File: src/rtl/stopwatch_ctrl.sv
// stopwatch_ctrl: mode sequencer for the stopwatch time datapath.
//   Turns debounced start/stop, program, clear and increment levels into a
//   mode FSM, generates the 1 ms count-step pulse, holds the countdown preset
//   and raises the alarm request when a countdown expires.
// Ports:
//   clk, rst            rising-edge clock, synchronous active-high reset
//   s, p, u, clr        start/stop, program level, direction, clear
//   inc, min            preset increment button and unit (1 = minute)
//   cnt_zero            datapath time is zero
//   cnt_step, cnt_init  one-cycle step / load pulses to the datapath
//   cnt_up              latched count direction
//   preset              countdown preset in ms
//   state               IDLE=0 RUN=1 PAUSE=2 PROG=3 EXPIRED=4
//   alarm               beep request
module stopwatch_ctrl #(
  parameter int TICK_DIV       = 100000,
  parameter int DEFAULT_PRESET = 30000,
  parameter int PRESET_MAX     = 5999000,
  parameter int ALARM_MS       = 2000
) (
  input  logic        clk,
  input  logic        rst,
  input  logic        s,
  input  logic        p,
  input  logic        u,
  input  logic        clr,
  input  logic        inc,
  input  logic        min,
  input  logic        cnt_zero,
  output logic        cnt_step,
  output logic        cnt_up,
  output logic        cnt_init,
  output logic [22:0] preset,
  output logic [2:0]  state,
  output logic        alarm
);

  typedef enum logic [2:0] {
    IDLE    = 3'd0,
    RUN     = 3'd1,
    PAUSE   = 3'd2,
    PROG    = 3'd3,
    EXPIRED = 3'd4
  } state_t;

  localparam int PW = (TICK_DIV > 1) ? $clog2(TICK_DIV) : 1;
  localparam int AW = (ALARM_MS > 0) ? $clog2(ALARM_MS + 1) : 1;
  localparam logic [PW-1:0] PRESC_LAST = PW'(TICK_DIV - 1);
  localparam logic [AW-1:0] ALARM_LOAD = AW'(ALARM_MS);
  localparam logic [AW-1:0] ALARM_ONE  = AW'(1);
  localparam logic [22:0]   PRESET_RST = 23'(DEFAULT_PRESET);
  localparam logic [22:0]   PMAX       = 23'(PRESET_MAX);
  localparam logic [22:0]   ADD_MIN    = 23'd60000;
  localparam logic [22:0]   ADD_SEC    = 23'd1000;

  state_t        st;
  logic [PW-1:0] presc;
  logic [AW-1:0] acnt;
  logic          s_q, clr_q, inc_q;

  logic          s_rise, clr_rise, inc_rise, presc_wrap, sat;
  logic [22:0]   add_amt, preset_next;

  assign s_rise     = s & ~s_q;
  assign clr_rise   = clr & ~clr_q;
  assign inc_rise   = inc & ~inc_q;
  assign presc_wrap = (presc == PRESC_LAST);
  assign state      = st;

  // Headroom compare keeps the add from ever wrapping 23 bits.
  assign add_amt     = min ? ADD_MIN : ADD_SEC;
  assign sat         = (PMAX < add_amt) || (preset > (PMAX - add_amt));
  assign preset_next = sat ? PMAX : (preset + add_amt);

  always_ff @(posedge clk) begin
    if (rst) begin
      st       <= IDLE;
      preset   <= PRESET_RST;
      cnt_up   <= 1'b1;
      cnt_step <= 1'b0;
      cnt_init <= 1'b0;
      alarm    <= 1'b0;
      presc    <= '0;
      acnt     <= '0;
      s_q      <= 1'b0;
      clr_q    <= 1'b0;
      inc_q    <= 1'b0;
    end else begin
      s_q      <= s;
      clr_q    <= clr;
      inc_q    <= inc;
      cnt_step <= 1'b0;
      cnt_init <= 1'b0;
      if (p) begin
        // Program level overrides every mode; only increments act here.
        st    <= PROG;
        alarm <= 1'b0;
        acnt  <= '0;
        if (st == PROG && inc_rise) preset <= preset_next;
      end else begin
        unique case (st)
          PROG: begin
            st       <= IDLE;
            cnt_init <= 1'b1;
            cnt_up   <= u;
          end
          IDLE: begin
            if (clr_rise) begin
              cnt_init <= 1'b1;
            end else if (s_rise) begin
              cnt_up <= u;
              presc  <= '0;
              st     <= RUN;
            end
          end
          RUN: begin
            if (clr_rise) begin
              st       <= IDLE;
              cnt_init <= 1'b1;
            end else if (s_rise) begin
              st <= PAUSE;
            end else if (!cnt_up && cnt_zero) begin
              // Restart the prescaler so the alarm lasts exactly ALARM_MS steps.
              st    <= EXPIRED;
              presc <= '0;
              acnt  <= ALARM_LOAD;
              alarm <= (ALARM_LOAD != '0);
            end else if (presc_wrap) begin
              presc    <= '0;
              cnt_step <= 1'b1;
            end else begin
              presc <= presc + 1'b1;
            end
          end
          PAUSE: begin
            if (clr_rise) begin
              st       <= IDLE;
              cnt_init <= 1'b1;
            end else if (s_rise) begin
              st <= RUN;
            end
          end
          EXPIRED: begin
            if (s_rise || clr_rise) begin
              st       <= IDLE;
              cnt_init <= 1'b1;
              alarm    <= 1'b0;
              acnt     <= '0;
            end else begin
              presc <= presc_wrap ? '0 : (presc + 1'b1);
              if (presc_wrap && acnt != '0) begin
                acnt  <= acnt - 1'b1;
                alarm <= (acnt != ALARM_ONE);
              end
            end
          end
          default: st <= IDLE;
        endcase
      end
    end
  end

endmodule
File: config.mk
export PLATFORM = sky130hd
export DESIGN_NAME = stopwatch_ctrl
export DESIGN_NICKNAME = d
export VERILOG_FILES = /design/src/rtl/stopwatch_ctrl.sv
export SDC_FILE = /design/constraint.sdc
export NUM_CORES = 1
export LEC_CHECK = 0
export BUFFER_PORTS_ARGS = -buffer_cell sky130_fd_sc_hd__clkbuf_2
export CAP_MARGIN = 20
export CORE_ASPECT_RATIO = 1.5
export CORE_MARGIN = 1.5
export CORE_UTILIZATION = 30
export CTS_CLUSTER_SIZE = 24
export DETAILED_ROUTE_END_ITERATION = 12
export PLACE_DENSITY = 0.43
export SYNTH_ARGS = -nofsm -noshare
export SYNTH_HDL_FRONTEND = slang
export SYNTH_SLANG_ARGS = --single-unit
File: constraint.sdc
create_clock -name clk -period 2.9 [get_ports clk]
set_input_delay 0.29 -clock clk [delete_from_list [all_inputs] [get_ports clk]]
set_output_delay 0.29 -clock clk [all_outputs]
set_load 0.05 [all_outputs]
Word level (Yosys, flattened, before mapping)

Index checks and enable logic that the tools add are counted.

Flip-flop bits (word level): 61
Bits in latches: 0
Bits in writable memories: 0
Bits in read-only memories: 0
Input bits: 9
Output and inout port bits: 30
Logic and storage cells: 102
Memories: 0

Add/sub/neg operators: 4
Multipliers: 0
Divide/modulo/power cells: 0
Magnitude comparators: 2
Equality and inequality tests: 18
Shift operators: 0
Multiplexer cells: 38
Bitwise operators: 8
Reductions and logical operators: 20

Operator list:

| kind                                                        | count |
|---|---|
| 2-to-1 mux 17 bit                                           | 7 |
| 2-to-1 mux 11 bit                                           | 5 |
| case mux 17 bit (3 select lines)                            | 1 |
| adder 23 x 16 -> 23 bit                                     | 1 |
| greater-than comparator 23 bit                              | 1 |
| less-than comparator 23 x 16 -> 1 bit, first input constant | 1 |
| 2-to-1 mux 23 bit                                           | 1 |
| subtractor 23 x 16 -> 23 bit, first input constant          | 1 |
| case mux 11 bit (2 select lines)                            | 1 |
| 2-to-1 mux 3 bit                                            | 7 |
| adder 17 x 1 -> 17 bit, second input constant               | 1 |
| equality test 17 bit, second input constant                 | 1 |
| 2-to-1 mux 16 bit                                           | 1 |
| != test 2 bit, second input constant                        | 7 |
| case mux 3 bit (4 select lines)                             | 1 |
| != test 11 x 1 -> 1 bit, second input constant              | 1 |
| nonzero test 11 bit                                         | 1 |
| subtractor 11 x 1 -> 11 bit, second input constant          | 1 |
| 2-to-1 mux 1 bit                                            | 10 |
| != test 3 bit, second input constant                        | 3 |
| AND reduction 7 bit                                         | 1 |
| equality test 3 x 2 -> 1 bit, second input constant         | 2 |
| AND reduction 3 bit                                         | 2 |
| OR reduction 6 bit                                          | 1 |
| 20 further kinds                                            | 31 |

Depth between registers and ports, before layout

Depth in word-level cells: 7
Depth in mapped cells: 10
Depth with buffers taken out: 9

Worst setup path after synthesis

Ideal clock, no wire load.

Path kind: register -> register
Start: reg preset[8]
End: reg preset[14]
Library setup time: 0.122 ns
Data arrival time: 2.280 ns
Data required time: 2.778 ns
Path slack: 0.498 ns
Cell stages (with the launch flop): 9
Path buffers: 1
Cells stage by stage: dfxtp_1 -> ha_1 -> clkbuf_1 -> or4_1 -> o21ai_1 -> nor2_1 -> a31oi_1 -> xnor2_1 -> a221o_1

Word-level cells in the longest chain between the ends: 3
Elaborated cells on any way between the ends: 4

Ends and longest elaborated chain:

| item                           | RTL line | text |
|---|---|---|
| start: declaration             | 33       | `output logic [22:0] preset,` |
| start signal: assignment       | 99       | `if (st == PROG && inc_rise) preset <= preset_next;` |
| greater-than comparator 23 bit | 72       | `assign sat = (PMAX < add_amt) \|\| (preset > (PMAX - add_amt));` |
| logical OR 1 bit               | 72       |  |
| 2-to-1 mux 23 bit (*)          | 73       | `assign preset_next = sat ? PMAX : (preset + add_amt);` |

Every way passes the cells marked *; elsewhere a longest branch is shown, timed or not.
A chain may end at the register's enable or synchronous reset.

Worst setup path after layout

Start: reg preset[12]
End: reg preset[5]

Word-level cells in the longest chain between the ends: 3

Ends and longest elaborated chain:

| item                           | RTL line |
|---|---|
| greater-than comparator 23 bit | 72 |
| logical OR 1 bit               | 72 |
| 2-to-1 mux 23 bit              | 73 |

Every way passes these cells.

==> flow_summary_export.csv <==
group,metric,value,unit
clock_network,insertion_delay,0.33,ns
global_routing,antenna_found_initial,0,
synth,synth_top_family_by_area,"simple AND/OR/NAND/NOR gates",
sta,rsz0062_at_grt,"false",
synth,synth_area_leaders,"dfxtp_1, ha_1, nor2_1",
status,status,"finished clean",
setup_path,crit_type,"flop to flop",
die,initial_core_util,0.308,
synth,async_flop_share,0,
route,vias_per_cell,5.28,
sta,slew-limit-headroom,0.603,
route,drc,0,
clock_network,cts.sinks,58,
clock_network,root_buffer,"clkbuf_16",
cells_and_area,layout-drive-gt1-share,0.147,
sta,finalSetupViolations,0,
cells_and_area,area_growth,18.4,%
synth,synth_compound_area_frac,0.210,
sta,timing.final.max_slew_violations,0,
sta,fmax,397,MHz
synth,synth_edf_count,0,
synth,netlist_instances,426,
route,drt-initial-drc-count,136,
global_routing,track_usage,0.166,
synth,synthFlopType,"dfxtp_1",
global_routing,grt_pass1_vias,3120,
sta,hold_viol_final,0,
sta,tightest_slew,0.595,ns
clock_network,cts.clk_slew.worst_paths,0.05,ns
worst_hold_path,worstHoldPathCells,3,
clock_network,postCtsResizedCells,0,
synth,ys_ff_latch,58,
place,io_buffers,35,
synth,synth-adder-area-share,0.0638,
pwr,leakage,0.00161,uW
setup_path,r2r_end,"preset[5]",
setup_path,critPathMaxFanout,8,
synth,ys_seq_area_frac,0.329,
setup_path,r2r_cells,7,
cells_and_area,stdcell_count,619,
die,die-area,0.0124,mm^2
pwr,p_per_area,498,mW/mm^2
route,ant_nets,0,
clock_network,cts_made_buffers,9,
synth,netlist.area_leader.share,0.329,
sta,period_minus_slack,2.52,ns
cells_and_area,nNetsFinal,491,
clock_network,cts_tree,"done",
synth,synth_xor_xnor_area_share,0.0595,
clock_network,clk_path_buf_depth,2,
pwr,vdd.ir_drop.worst,306,uV
synth,synthMostInstantiatedCell,"dfxtp_1",
global_routing,grt_pass1_wl,16100,um
worst_hold_path,hold_path_class,"primary input to flop",
synth,synthSimpleGateAreaFrac,0.267,
route,avgRoutedWirePerCell,15.9,um
worst_hold_path,hold_start,"u",
synth,synthesis.area,0.00353,mm^2
setup_path,startpoint_type,"flop",
synth,synth_common_cells,"dfxtp_1, nor2_1, nand2_1",
die,core,0.0115,mm^2
setup_path,worstPathRequired,3.11,ns
clock_network,post_cts_buffers,0,
place,placed_area,0.00388,mm^2
clock_network,htreeDepth,3,
route,drt_wl_total,9850,um
cells_and_area,diodes,0,
worst_hold_path,worstHoldEndpoint,"cnt_up",
die,pin_count,39,
die,die_h,136,um
synth,yosys-mux-area-fraction,0.0255,
cells_and_area,finish.instance_area,0.00418,mm^2
synth,syn_avg_cell_area,8.29,um^2
place,dp_hpwl,7530,um
place,dp.cells,603,
setup_path,ff2ff_setup_slack,0.38,ns
synth,synth_area_leader_cell,"dfxtp_1",
synth,ys_warn_count,0,
clock_network,cts_hold_buf,0,
sta,fin_crit_sh,0.868,
place,gp_congestion,0.814,
global_routing,grt-ovfl-total,0,
global_routing,grt_max_degree,19,
die,die_w,91.6,um
route,dr.pass1.iters,4,
die,rows,48,
route,dr_total_vias,3270,
setup_path,r2r-start,"preset[12]",
synth,synth_cell_types,65,
setup_path,worst_setup_path_end_kind,"flop",
sta,final.setup.tns,0,ns
flow_run,max_cap_viol_count,0,
setup_path,arrival,2.73,ns
sta,fin_skew,0.00510,ns
==> worst max-delay path by stage <==
stage	start	to	slack (ns)
finish	preset[12]	preset[5]	0.38
global route	preset[12]	preset[5]	0.28
CTS	preset[12]	preset[5]	0.37
detailed placement	min	preset[5]	0.24
global placement	min	preset[5]	0.29
floorplan	preset[8]	preset[14]	0.50
==> layout make-up <==
class	instances	area [um^2]
Sequential cell	58	1160
Multi-Input combinational cell	336	2220
Clock buffer	15	298
Inverter	13	48.8
Timing Repair Buffer	46	258
Fill cell	1211	7290
Clock inverter	1	5.00
Tap cell	150	188
==> report_power, final <==
| group | total (uW) | internal (uW) | switching (uW) |
|---|---|---|---|
| Combinational | 207 | 68.1 | 139 |
| Sequential | 816 | 807 | 8.85 |
| Clock | 1060 | 693 | 363 |
| Total | 2080 | 1570 | 510 |
==> cell usage in the layout, fill, tap and decap left out, drive strengths merged, types with 3 or more instances in the layout <==
| cell type | netlist | final |
|---|---|---|
| buf | 7 | 11 |
| nor3 | 18 | 18 |
| nor2 | 42 | 42 |
| conb | 1 | 3 |
| a21oi | 21 | 21 |
| a221o | 4 | 4 |
| xnor2 | 17 | 17 |
| a21o | 3 | 3 |
| and3 | 5 | 5 |
| and4 | 4 | 4 |
| and2 | 4 | 4 |
| o41ai | 3 | 3 |
| o22ai | 4 | 4 |
| clkbuf | 14 | 50 |
| inv | 12 | 12 |
| nand2 | 36 | 36 |
| a31oi | 3 | 3 |
| o21ai | 20 | 20 |
| dfxtp | 58 | 58 |
| mux2i | 9 | 9 |
| nor2b | 13 | 13 |
| o211ai | 4 | 4 |
| xor2 | 7 | 7 |
| nor4 | 13 | 13 |
| or4 | 4 | 4 |
| or2 | 3 | 3 |
| ha | 18 | 18 |
| o2111ai | 5 | 5 |
| a211oi | 11 | 11 |
| o21a | 5 | 5 |
| o31ai | 5 | 5 |
| nand4 | 5 | 5 |
| nand2b | 6 | 6 |
| nand3 | 14 | 14 |
==> through the flow <==
stage | setup slack, ns | power, uW | utilization | hold slack [ns]
2_1_floorplan | 0.498 | 982 | - | 0.418
3_3_place_gp | 0.293 | 1040 | 0.338 | 0.464
3_5_place_dp | 0.244 | 1040 | 0.338 | 0.489
4_1_cts | 0.372 | 2110 | 0.364 | 0.174
5_1_grt | 0.280 | 2170 | 0.364 | 0.193
6_report | 0.382 | 2080 | 0.364 | 0.183
==> per-layer routing <==
layer,up-vias,GRT usage,routed length [um]
met3,11,0.0375,313
met5,-,0,0
met4,0,0.0608,136
met2,53,0.295,5060
li1,1656,-,-
met1,1550,0.194,4340
==> kinds of logic after synthesis <==
| logic type | count (synthesis) |
|---|---|
| AO/OA/AOI/OAI | 104 |
| XOR/XNOR | 24 |
| adder cells (fa/ha/maj) | 18 |
| buffers and inverters | 34 |
| flip-flops | 58 |
| multiplexers | 9 |
| other | 1 |
| AND/OR/NAND/NOR | 178 |
==> flip-flops by register name (all words and copies together), names as in the netlist <==
register and flops:
preset 20, presc 17, acnt 11, state 3, alarm 1, clr_q 1
cnt_init 1, cnt_step 1, cnt_up 1, inc_q 1, s_q 1
==> critical path: stages, from the launching register on <==
cell,delay (ns)
dfxtp_1,0.39
ha_1,0.34
nand2_1,0.06
nor4_1,0.46
and3_1,0.29
o21a_1,0.30
nand2_1,0.20
a311o_1,0.35
No activity file was read; power rests on OpenSTA's default activity.
